## src/rtl/counter_sequence_monitor.sv

```systemverilog
// counter_sequence_monitor: locks onto a clean +1 count run, then flags bad steps, counts errors and pulses on wraps.
module counter_sequence_monitor #(
  parameter int WIDTH      = 3,
  parameter int LOCK_COUNT = 4,
  parameter int ERR_WIDTH  = 8
) (
  input  logic                 clk,
  input  logic                 reset_n,
  input  logic                 en,
  input  logic [WIDTH-1:0]     q_in,
  input  logic                 clear_err,
  output logic                 locked,
  output logic                 err_pulse,
  output logic                 wrap_pulse,
  output logic [ERR_WIDTH-1:0] err_count
);
  localparam int RW = $clog2(LOCK_COUNT + 1);
  localparam logic [1:0] ACQUIRE = 2'd0;
  localparam logic [1:0] TRACK   = 2'd1;
  localparam logic [1:0] LOCKED  = 2'd2;
  logic [1:0]           state_q, state_d;
  logic [WIDTH-1:0]     prev_q, prev_d;
  logic [RW-1:0]        run_q, run_d, run_inc;
  logic [ERR_WIDTH-1:0] err_q, err_d, err_sat;
  logic                 errp_q, errp_d, wrapp_q, wrapp_d;
  logic                 good;
  assign good    = q_in == prev_q + WIDTH'(1);
  assign run_inc = run_q + RW'(1);
  assign err_sat = &err_q ? err_q : err_q + ERR_WIDTH'(1);
  always_comb begin
    state_d = state_q;
    prev_d  = prev_q;
    run_d   = run_q;
    err_d   = err_q;
    errp_d  = 1'b0;
    wrapp_d = 1'b0;
    if (en) begin
      prev_d = q_in;
      if (state_q == TRACK) begin
        run_d   = good ? run_inc : '0;
        state_d = good && run_inc == RW'(LOCK_COUNT) ? LOCKED : TRACK;
      end else if (state_q == LOCKED) begin
        wrapp_d = good && &prev_q;
        errp_d  = !good;
        err_d   = good ? err_q : err_sat;
        run_d   = good ? run_q : '0;
        state_d = good ? LOCKED : TRACK;
      end else begin
        run_d   = '0;
        state_d = TRACK;
      end
    end
    // clear wins over a coincident increment; err_pulse is unaffected
    if (clear_err) err_d = '0;
  end
  always_ff @(posedge clk or negedge reset_n) begin
    if (!reset_n) begin
      state_q <= ACQUIRE;
      prev_q  <= '0;
      run_q   <= '0;
      err_q   <= '0;
      errp_q  <= 1'b0;
      wrapp_q <= 1'b0;
    end else begin
      state_q <= state_d;
      prev_q  <= prev_d;
      run_q   <= run_d;
      err_q   <= err_d;
      errp_q  <= errp_d;
      wrapp_q <= wrapp_d;
    end
  end
  assign locked     = state_q == LOCKED;
  assign err_pulse  = errp_q;
  assign wrap_pulse = wrapp_q;
  assign err_count  = err_q;
endmodule

```

## config.mk

```make
export PLATFORM = sky130hd
export DESIGN_NAME = counter_sequence_monitor
export DESIGN_NICKNAME = d
export VERILOG_FILES = /design/src/rtl/counter_sequence_monitor.sv
export SDC_FILE = /design/constraint.sdc
export NUM_CORES = 1
export LEC_CHECK = 0
export CAP_MARGIN = 5
export CORE_MARGIN = 3
export CORE_UTILIZATION = 50
export CTS_CLUSTER_DIAMETER = 60
export CTS_CLUSTER_SIZE = 40
export DETAILED_ROUTE_END_ITERATION = 16
export PLACE_DENSITY = 0.79
export SLEW_MARGIN = 20
export SYNTH_ARGS = -nofsm -noshare
export SYNTH_HDL_FRONTEND = slang
export SYNTH_SLANG_ARGS = --single-unit
```

## constraint.sdc

```tcl
create_clock -name clk -period 2.54 [get_ports clk]
set_clock_uncertainty 0.1 [all_clocks]
set_input_delay 0.635 -clock clk [delete_from_list [all_inputs] [get_ports clk]]
set_output_delay 0.635 -clock clk [all_outputs]
set_load 0.02 [all_outputs]
```

[Word-level counts from Yosys, hierarchy flattened]
Cells that the tools add are included.
Operators by class
  bitwise logic cells: 0
  equal/unequal tests: 8
  shift-type cells: 0
  mux-type cells: 20
  add/sub/neg operators: 3
  div/mod/pow operators: 0
  multipliers: 0
  reduce and logical (&&, ||, !) cells: 9
  $lt $le $gt $ge: 0
Operators with widths (number)
  $mux 8: 6
  $mux 3: 4
  $add 8x1->8 const B: 1
  $mux 2: 4
  $reduce_and 8->1: 1
  $add 3x1->3 const B: 2
  $mux 1: 6
  $ne 2x2->1 const B: 3
  $reduce_and 5->1: 1
  $reduce_bool 2->1: 2
  $eq 3x3->1: 1
  $eq 3x3->1 const B: 1
  $ne 3x2->1 const B: 1
  $reduce_and 3->1: 1
  $eq 2x1->1 const B: 1
  $eq 2x2->1 const B: 1
  $logic_and 1x1->1: 2
  $reduce_and 2->1: 1
  $logic_not 1->1: 1
Word-level totals
  latch bits: 0
  memories kept: 0
  memory bits (writable): 0
  register bits after elaboration: 18
  logic and storage cells: 46
  bits in read-only memories: 0
  input port bits: 7

[Depth between registers and ports, before layout]
  depth after elaboration: 7
  depth in mapped cells: 8
  mapped depth without buffers: 7

[Worst setup path before layout]
OpenSTA, ideal clock, no wires.
  path kind: reg-to-reg
  start: reg prev_q[0]
  end: reg err_q[0], in the netlist err_count[0]
  arrival: 1878 ps
  setup time: 78 ps
  cell stages (with the launch flop): 8
  path slack: 484 ps
  clock period less this slack: 2056 ps
  path through: dfrtp_1 > ha_1 > ha_1 > xnor2_1 > a31o_1 > buf_2 > or3_1 > a21oi_1
On the way
  cells in the longest elaborated chain, start to end: 4
Ends and longest elaborated chain
  from (decl): line 22  | logic [WIDTH-1:0] prev_q, prev_d;
  from (signal assigned): line 66  | prev_q <= prev_d;
  $add 3x1->3: line 27  | assign good = q_in == prev_q + WIDTH'(1);
  $eq 3x3->1: line 27
  $ne 2x2->1 (no line)
  $reduce_and 5->1 (no line)
  to (signal assigned): line 68  | err_q <= err_d;
  to (decl): line 24  | logic [ERR_WIDTH-1:0] err_q, err_d, err_sat;
No other way between the ends.
A chain may end at the register's enable or synchronous reset.

[Final worst setup path]
  start: reg prev_q[0]
  end: reg err_q[5], in the netlist err_count[5]
The elaborated chain is that of the path after synthesis.

==> metrics.md <==
| Metric | Value |
|---|---|
| Status | `finished clean` |
| CTS root buffer | `clkbuf_4` |
| Post-Synthesis Mean Instance Area | `10.9 um2` |
| Final setup viols | `0` |
| Die ar. | `approximately 0.0024 mm2` |
| Hold crit path type | `flip-flop to flip-flop` |
| Power per Cell Area | `455 mW/mm2` |
| Crit path from | `prev_q[0]$_DFFE_PN0P_` |
| Vias | `740` |
| Antenna Violating Nets Remaining | `0` |
| Rel. slew slack | `75.5%` |
| Row count | `14` |
| # DRC | `0` |
| Slew Viols, Final | `0` |
| Via density | `5.69` |
| Layout cells sized above 1 | `11.3%` |
| Ys flop type | `dfrtp_1` |
| R2r startpoint | `prev_q[0]$_DFFE_PN0P_` |
| R2R Setup Slk | `0.23 ns` |
| Most frequent cell on the critical path | `ha_1` |
| Fin. Hold Viols | `0` |
| Hold Path Origin | `run_q[1]$_DFFE_PN0P_` |
| GP Congestion | `0.833` |
| Post-CTS Resized | `0` |
| Initial antenna violation count | `0` |
| Router iterations before antenna repair | `4` |
| TNS Setup | `0 ns` |
| Largest area contributor in the netlist | `dfrtp_1` |
| Post-Syn Area | `933 um2` |
| Synth top area share | `48.3%` |
| Antenna diodes | `0` |
| Worst Path Max Fanout | `12` |
| Slowest Stage Delay on Critical Path | `0.54 ns` |
| CP Data Required Time | `2.65 ns` |
| First-pass GRT wire length | `~3.0 mm` |
| CTS Buffer Depth | `2` |
| Die extent in x | `49.2 um` |
| Die span in y | `49.2 um` |
| Crit path kind | `flip-flop to flip-flop` |
| Nature of the critical path startpoint | `flip-flop` |
| TritonCTS clock tree | `done` |
| Final period utilization | `91.0%` |
| Slowest CP cell | `or4_1` |
| Post-CTS Setup Bufs | `0` |
| Top Family by Delay on Critical Path | `simple AND/OR/NAND/NOR gates` |
| Io pins | `18` |
| Hold buffer count at CTS | `0` |
| Clk sinks | `18` |
| Leak Pwr | `0.000501 uW` |
| Final WL | `1.78 mm` |
| Global route overflow | `0` |
| Worst vdd ir | `~0.34 mV` |
| Pre-CTS setup slack | `0.0453 ns` |
| Arr. time, crit path | `around 2.4 ns` |
| Initial Util | `a little under three fifths` |
| Fin nets | `119` |
| Worst Tran Pin Value | `0.364 ns` |
| F_max | `432 MHz` |
| Initial DRC count | `16` |
| Cells after Synth | `86` |
| CTS HTree Levels | `1` |
| Top cells by area, synth | `dfrtp_1 (48%), ha_1 (6.7%), mux2_2 (6.0%)` |
| FF-to-FF path depth | `6` |
| RSZ-0062 raised after global routing | `false` |
| WL per Instance | `roughly 14 um` |
| CP Capture Type | `flip-flop` |
| Vias in the first global route | `681` |
| Largest net degree at the start of global routing | `19` |
| Synth Warn # | `0` |
| Levels on crit path | `6` |
| Worst path cell trace | `ha_1 > ha_1 > xnor2_1 > a31o_1 > or4_1 > a21oi_1` |
| Post-synth EDFFs | `0` |
| Area growth syn-to-layout | `25.7%` |
| Worst setup margin | `roughly 0.23 ns` |
| Num CTS Buffers | `3` |
| Max-cap violation count | `0` |
| Clk_lat worst skew | `0.28 ns` |
| Gr usage total | `roughly 16%` |
| Async set or reset register ratio after synthesis | `100%` |
| PortBufs | `17` |
| Seq cells post-synth | `18` |
| Clk slew on worst S/H paths | `0.10 ns` |
| Worst path bufs/invs | `0` |
| Core ar. | `0.00163 mm2` |
| Syn_nets | `98` |
| Critical register-to-register path endpoint | `err_count[5]$_DFFE_PN0P_` |
| Worst Setup EP | `err_count[5]$_DFFE_PN0P_` |
| Min Tclk post-route | `2.31 ns` |
| Placed wire-length estimate | `1.28 mm` |
| Synth cell types | `27` |
| Sequential fraction of the synthesis area | `between 40% and 50%` |
==> worst min path at each step <==
| stage | depth (start not counted) | end |
|---|---|---|
| floorplan | 0 | err_count[0]$_DFFE_PN0P_ |
| global placement | 1 | run_q[1]$_DFFE_PN0P_ |
| detailed placement | 1 | run_q[1]$_DFFE_PN0P_ |
| CTS | 1 | run_q[1]$_DFFE_PN0P_ |
| global route | 1 | run_q[2]$_DFFE_PN0P_ |
| finish | 1 | run_q[1]$_DFFE_PN0P_ |
==> metrics by stage <==
step,cell area [um2],power [uW],hold WS [ns],cells,util [%]
floorplan,933,343,0.239,86,-
global placement,1140,365,0.387,126,69.8
detailed placement,1140,369,0.395,126,69.8
CTS,1170,539,0.421,130,72.0
global route,1170,561,0.429,130,72.0
finish,1170,535,0.416,130,72.0
==> cell usage after synthesis (2+ instances only) <==
cell type / number
a21oi_1: 8
buf_2: 3
nor3b_1: 2
nand3b_1: 2
ha_1: 5
inv_1: 3
or3_1: 3
or4_1: 2
and3_1: 5
dfrtp_1: 18
mux2_2: 5
o21ai_0: 4
nand3_1: 5
o31ai_1: 4
xnor2_1: 2
nor2b_1: 2
a22o_1: 3
==> cells by family (layout without fill, tap and decap cells) <==
| kind of cell | count (synthesis) | in the layout | share of synthesized area [%] |
|---|---|---|---|
| xor gates and xnor gates | 3 | 3 | 2.82 |
| AOI/OAI and AO/OA | 21 | 21 | 14.3 |
| DFF | 18 | 18 | 48.3 |
| muxes | 5 | 5 | 6.03 |
| buffers and inverters | 7 | 27 | 3.22 |
| and+or+nand+nor | 27 | 27 | 18.6 |
| adders and majority gates | 5 | 5 | 6.70 |
==> layout by cell type, fill, tap and decap left out, types with 2 or more instances in the layout <==
| cell | instances |
|---|---|
| o31ai_1 | 4 |
| or3_1 | 3 |
| mux2_2 | 5 |
| clkdlybuf4s50_1 | 17 |
| or4_1 | 2 |
| ha_1 | 5 |
| xnor2_1 | 2 |
| a21oi_1 | 8 |
| nor3b_1 | 2 |
| dfrtp_1 | 18 |
| and3_1 | 5 |
| nor2b_1 | 2 |
| nand3b_1 | 2 |
| inv_1 | 3 |
| clkbuf_4 | 3 |
| buf_4 | 3 |
| o21ai_0 | 4 |
| a22o_1 | 3 |
| nand3_1 | 5 |
==> state kept, by name, summed over array words and instances, names as in the netlist <==
register and count:
prev_q 3, err_pulse 1, wrap_pulse 1, state_q 2
err_count 8, run_q 3
==> routing by layer <==
metal	GRT usage (%)	routed length [um]	vias up
li1	-	-	367
met1	20.8	847	353
met2	26.6	840	18
met3	3.67	78	2
met4	6.16	10	0
met5	0	0	-
==> worst reg2reg max path, cell delays in order, from the launching register on <==
cell     delay, ns
dfrtp_1       0.41
ha_1          0.20
ha_1          0.29
xnor2_1       0.18
a31o_1        0.36
or4_1         0.55
a21oi_1       0.15
==> final cells by class <==
type | instances | area, um2
sequential | 18 | 450
tap | 24 | 30.0
multi-input combinational | 61 | 453
clock buffer | 4 | 36.3
fill | 130 | 455
inverter | 3 | 11.3
timing repair buffer | 20 | 193
==> where the power goes <==
part	internal (uW)	switching, uW	total (uW)	leakage (uW)
logic	30.8	32.1	62.8	0.000241
clock network	87.2	84.8	172	0.0000210
registers	295	5.06	300	0.000239
Note: power is estimated with default switching activity, not from simulation.
